<file path="src/rtl/alu_cmd_ctrl.sv">
// Byte-stream command controller for an external ALU: collects operand/function
// frames, fires the ALU for one cycle, waits (bounded) for the result and sends it back.
module alu_cmd_ctrl #(
    parameter int                    DATA_WIDTH  = 8,
    parameter logic [DATA_WIDTH-1:0] CMD_ALU_OP  = DATA_WIDTH'(8'hCC),
    parameter logic [DATA_WIDTH-1:0] CMD_ALU_NOP = DATA_WIDTH'(8'hDD)
) (
    input  logic                  CLK,
    input  logic                  RST,
    input  logic [DATA_WIDTH-1:0] RX_P_DATA,
    input  logic                  RX_D_VLD,
    input  logic [DATA_WIDTH-1:0] ALU_OUT,
    input  logic                  OUT_VALID,
    input  logic                  TX_BUSY,
    output logic [DATA_WIDTH-1:0] A,
    output logic [DATA_WIDTH-1:0] B,
    output logic [3:0]            ALU_FUN,
    output logic                  ALU_EN,
    output logic [DATA_WIDTH-1:0] TX_P_DATA,
    output logic                  TX_D_VLD,
    output logic                  BUSY,
    output logic                  ERR
);

    typedef enum logic [2:0] {
        IDLE, GET_A, GET_B, GET_FUN, ALU_RUN, WAIT_RES, SEND
    } state_t;

    state_t     state, state_nxt;
    logic [1:0] wait_cnt;
    logic       load_a, load_b, load_fun, capture;
    logic       cnt_clr, cnt_inc;
    logic       tx_pulse_nxt, err_nxt;

    always_ff @(posedge CLK or posedge RST) begin
        if (RST) state <= IDLE;
        else     state <= state_nxt;
    end

    always_comb begin
        state_nxt    = state;
        load_a       = 1'b0;
        load_b       = 1'b0;
        load_fun     = 1'b0;
        capture      = 1'b0;
        cnt_clr      = 1'b0;
        cnt_inc      = 1'b0;
        tx_pulse_nxt = 1'b0;
        err_nxt      = 1'b0;
        case (state)
            IDLE: begin
                if (RX_D_VLD) begin
                    if (RX_P_DATA == CMD_ALU_OP)       state_nxt = GET_A;
                    else if (RX_P_DATA == CMD_ALU_NOP) state_nxt = GET_FUN;
                end
            end
            GET_A: begin
                if (RX_D_VLD) begin
                    load_a    = 1'b1;
                    state_nxt = GET_B;
                end
            end
            GET_B: begin
                if (RX_D_VLD) begin
                    load_b    = 1'b1;
                    state_nxt = GET_FUN;
                end
            end
            GET_FUN: begin
                if (RX_D_VLD) begin
                    load_fun  = 1'b1;
                    state_nxt = ALU_RUN;
                end
            end
            ALU_RUN: begin
                cnt_clr   = 1'b1;
                state_nxt = WAIT_RES;
            end
            WAIT_RES: begin
                if (OUT_VALID) begin
                    capture      = 1'b1;
                    tx_pulse_nxt = !TX_BUSY;
                    state_nxt    = SEND;
                end else if (wait_cnt == 2'd3) begin
                    err_nxt   = 1'b1;
                    state_nxt = IDLE;
                end else begin
                    cnt_inc = 1'b1;
                end
            end
            SEND: begin
                // leave once the pulse is on the wire; otherwise arm it when TX is free
                if (TX_D_VLD)      state_nxt    = IDLE;
                else if (!TX_BUSY) tx_pulse_nxt = 1'b1;
            end
            default: state_nxt = IDLE;
        endcase
    end

    always_ff @(posedge CLK or posedge RST) begin
        if (RST) begin
            A         <= '0;
            B         <= '0;
            ALU_FUN   <= '0;
            TX_P_DATA <= '0;
            TX_D_VLD  <= 1'b0;
            ERR       <= 1'b0;
            wait_cnt  <= '0;
        end else begin
            if (load_a)   A         <= RX_P_DATA;
            if (load_b)   B         <= RX_P_DATA;
            if (load_fun) ALU_FUN   <= RX_P_DATA[3:0];
            if (capture)  TX_P_DATA <= ALU_OUT;
            if (cnt_clr)      wait_cnt <= '0;
            else if (cnt_inc) wait_cnt <= wait_cnt + 2'd1;
            TX_D_VLD <= tx_pulse_nxt;
            ERR      <= err_nxt;
        end
    end

    assign ALU_EN = (state == ALU_RUN);
    assign BUSY   = (state == ALU_RUN) || (state == WAIT_RES) || (state == SEND);

endmodule

</file>
<file path="config.mk">
export PLATFORM = sky130hd
export DESIGN_NAME = alu_cmd_ctrl
export DESIGN_NICKNAME = d
export VERILOG_FILES = /design/src/rtl/alu_cmd_ctrl.sv
export SDC_FILE = /design/constraint.sdc
export NUM_CORES = 1
export LEC_CHECK = 0
export ABC_AREA = 1
export CORE_AREA = 4 4 70 72
export CTS_BUF_LIST = sky130_fd_sc_hd__clkbuf_4
export DETAILED_ROUTE_END_ITERATION = 8
export DIE_AREA = 0 0 74 76
export GPL_TIMING_DRIVEN = 0
export PLACE_DENSITY = 0.65
export REMOVE_ABC_BUFFERS = 1
export SLEW_MARGIN = 40
export SYNTH_ARGS = -nofsm -noshare
export SYNTH_HDL_FRONTEND = slang
export SYNTH_SLANG_ARGS = --single-unit
</file>
<file path="constraint.sdc">
create_clock -name CLK -period 3.41 [get_ports CLK]
set_input_delay 0.682 -clock CLK [delete_from_list [all_inputs] [get_ports CLK]]
set_output_delay 0.682 -clock CLK [all_outputs]
set_load 0.1 [all_outputs]
</file>
Word level (Yosys, flattened, before mapping)
Index checks and enable logic that the tools add are counted.
- divide/modulo/power cells: 0
- $lt $le $gt $ge: 0
- add/subtract/negate cells: 1
- muxes and demuxes: 29
- multiply operators: 0
- bitwise operators: 0
- shift-type cells: 0
- equality and inequality tests: 16
- reduce and logical (&&, ||, !) cells: 6
- operators by type and width (operator ; number):
    $mux W3 ; 9
    $pmux W3 S7 ; 1
    $eq A8 B8 Y1 const B ; 2
    $mux W1 ; 16
    $ne A2 B2 Y1 const B ; 5
    $eq A3 B3 Y1 const B ; 3
    $reduce_and A7 Y1 ; 1
    $eq A3 B2 Y1 const B ; 2
    $ne A3 B3 Y1 const B ; 2
    $mux W2 ; 2
    $eq A3 B1 Y1 const B ; 1
    $logic_not A3 Y1 ; 1
    $add A2 B1 Y2 const B ; 1
    $eq A2 B2 Y1 const B ; 1
    $logic_or A1 B1 Y1 ; 2
    $pmux W1 S2 ; 1
    $reduce_bool A2 Y1 ; 1
    $logic_not A1 Y1 ; 1
- bits in latches: 0
- bits in writable memories: 0
- output and inout port bits: 32
- memories kept: 0
- input bits: 21
- word-level logic and storage cells: 60
- bits in read-only memories: 0
- flip-flop bits (word level): 35

Depth between registers and ports, before layout
- depth in word-level cells: 6
- gate-level depth with buffers: 9

Worst setup path after synthesis
Ideal clock, no wire load.
- path type: reg2out
- start: register state[2]
- end: output port BUSY
- cell stages (with the launch flop): 4
- buffers on the path: 1
- arrival: 2005 ps
- setup slack: 723 ps
- cells stage by stage: dfrtp_1 > buf_6 > inv_4 > a21oi_1
- longest elaborated chain between the ends: 3
- elaborated cells between the ends (all ways): 5
- RTL lines (item ; RTL line ; text):
    start: declaration ; 29 ; state_t state, state_nxt;
    start signal: assignment ; 37 ; else state <= state_nxt;
    $eq A3 B3 Y1 ; 122 ; assign BUSY = (state == ALU_RUN) || (state == WAIT_RES) || (state == SEND);
    $logic_or A1 B1 Y1 ; 122 ;
    $logic_or A1 B1 Y1 * ; 122 ;
    end: declaration ; 21 ; output logic BUSY,
Every way passes the cells marked *; elsewhere a longest branch is shown, timed or not.

Worst setup path after layout
- start: register state[1]
- end: output port ALU_EN
- longest elaborated chain between the ends: 1
- RTL lines (item ; RTL line ; text):
    $eq A3 B3 Y1 ; 121 ; assign ALU_EN = (state == ALU_RUN);
    end: declaration ; 18 ; output logic ALU_EN,
Every way passes these cells.

==> results.cfg <==
[outcome]
status = complete, no violations

[worst_setup_path]
cp.arrival_ns = 1.86
critPathLaunch = state[1]
required_ns = 2.73
cp_max_fo = 11
timing.rr.end = state[2]
path_class = flip-flop to output pin
cp-end-kind = output pin
cp-start-kind = flip-flop
crit_slowest_cell = dfrtp_1
path_buf_inv = 3
r2r-start = state[1]
rr_worst_depth = 7
r2r_slack_ns = 1.87
cp_cell_sequence = inv_1, nand3_1, inv_1, buf_2
critPathMaxStageDelay_ns = 0.60
cp_top_family = buffers and inverters
crit_top_cell = inv_1

[floorplanning]
die_h_um = 76
die_x_um = 74
die_area_um2 = 5620
rows = 24
coreArea_um2 = 4290
num_io_pins = 53
start_util_pct = 39.2

[global_routing]
overflow = 0
grt_usage_pct = 13.8
grt_max_degree = 36
antenna_found_initial = 0
grt_pass1_wl_um = 6030
grt_pass1_vias = 1277

[route]
wl_um = 3570
drc = 0
dr_total_vias = 1298
drt_pass1_iterations = 4
antenna_left = 0
drt_iter0_markers = 52
routedWlPerCell_um = 12.4
vias_per_cell = 4.52

[clock_tree]
clkTransAtPathRegs_ns = 0.10
cts_setup_buffers = 0
post_cts_resized = 0
clockBufferDepth = 2
cts_buffers = 5
cts_tree = built
clkLatencyLatePin_ns = 0.33
clock_sinks = 35
htree_levels = 2
ctsHoldBuffers = 0
cts.root.buffer_cell = clkbuf_4

[placed_design]
place.gp.congestion = 0.786
dp_hpwl_um = 2590
portBuffers = 52

[final_layout]
syn_to_final_growth_pct = 25.5
drive_gt1_share_pct = 28.1
fill_cells = 422
layout_commonest_cell = nand2_1
regArea_um2 = 876
nets = 256
diodes = 0
multi_input_area_um2 = 678
mostFrequentLayoutCells = nand2_1, dfrtp_1, buf_2
fin_util_pct = 49.2

[synth]
yosysSeqAreaShare_pct = 52.1
yosysTopAreaCell = dfrtp_1
synth.distinct_cells = 22
ys_ff_latch = 35
syn_area_um2 = 1680
synth.area.top_cells = dfrtp_1, nand2_1, nand3_4, o21ai_2, o21ai_1
yosys.area.top_type_share_pct = 52.1
synth_cells = 180
ys_warn_count = 0
syn_area_per_cell_um2 = 9.34

[flow_run]
max_cap_violations = 0

[hold_path]
hp-start = TX_P_DATA[4]
min_to = TX_P_DATA[4]
whs_path_depth = 2
hp-class = flip-flop to flip-flop

[sta]
slew_viol_final = 0
worstMarginPinSlew_ns = 0.616
hold_violations = 0
fin_skew_ns = 0.00801
setup_viol = 0
tns_ns = 0
fin_crit_sh_pct = 74.4
max-slew-margin-rel_pct = 58.9
rsz0062_at_grt = false
fmax_mhz = 394
final.min_clock_period_ns = 2.54
[worst max path at each step]
stage               endpoint  slack, ns  cells past startpoint
floorplan               BUSY       0.57                      2
finish                ALU_EN       0.87                      4
global placement      ALU_EN       0.53                      4
global route          ALU_EN       0.73                      4
detailed placement    ALU_EN       1.24                      4
CTS                   ALU_EN       0.85                      4
[metrics by stage]
| stage | instance area, µm² | instances | hold WS (ns) | setup WS [ns] |
|---|---|---|---|---|
| floorplan | 1630 | 175 | 0.488 | 0.571 |
| global placement | 2220 | 279 | 0.455 | 0.530 |
| detailed placement | 2060 | 279 | 0.453 | 1.24 |
| CTS | 2110 | 287 | 0.480 | 0.851 |
| global route | 2110 | 287 | 0.494 | 0.732 |
| finish | 2110 | 287 | 0.472 | 0.873 |
[layer usage]
layer / up-vias / track usage, % / wire length [µm] / part of all wire [%]
met5: - / 0 / 0 / 0
met4: 0 / 5.98 / 53 / 1.5
met3: 4 / 3.43 / 161 / 4.5
met2: 25 / 22.1 / 1780 / 50
met1: 593 / 17.5 / 1570 / 44
li1: 676 / - / - / -
[cell usage after synthesis]
cell and instances:
inv_1 14, inv_2 1, nand3_1 9, xor2_1 1, nand2_2 5, nor2_2 1
o21ai_1 13, nor2_8 2, buf_2 1, nand4_2 1, o21ai_2 8, buf_6 4
nor2_1 10, nor3_2 1, nand3_4 4, ha_1 1, inv_6 1, dfrtp_1 35
nand2_1 62, nand4_4 1, inv_4 2, a21oi_1 3
[cell type report]
cell class / count / area share [%]
sequential: 35 / 41.5
multi-input combinational: 122 / 32.1
timing repair buffer: 52 / 17.1
inverter: 18 / 3.73
tap: 52 / 3.08
clock buffer: 6 / 2.13
clock inverter: 2 / 0.356
[worst min-delay path, delay by kind of cell (launching register included)]
kind / cells / cell delay [ns]
simple gates: 2 / 0.09
flops: 1 / 0.35
[sequential cells by signal, indices dropped and copies added, names as in the netlist]
register	count
A	8
ALU_FUN	4
B	8
ERR	1
TX_D_VLD	1
TX_P_DATA	8
state	3
wait_cnt	2
[kinds of logic (layout without fill, tap and decap cells)]
group | after synthesis | after routing | synth area share, %
simple gates | 96 | 96 | 30.1
fa+ha+maj | 1 | 1 | 0.744
xor+xnor | 1 | 1 | 0.521
flops | 35 | 35 | 52.1
compound gates | 24 | 24 | 8.93
buf+inv | 23 | 78 | 7.59
Power is left out: the tool's default activity adds up to more than one toggle a clock period on the data nets, which glitch-free logic cannot reach.
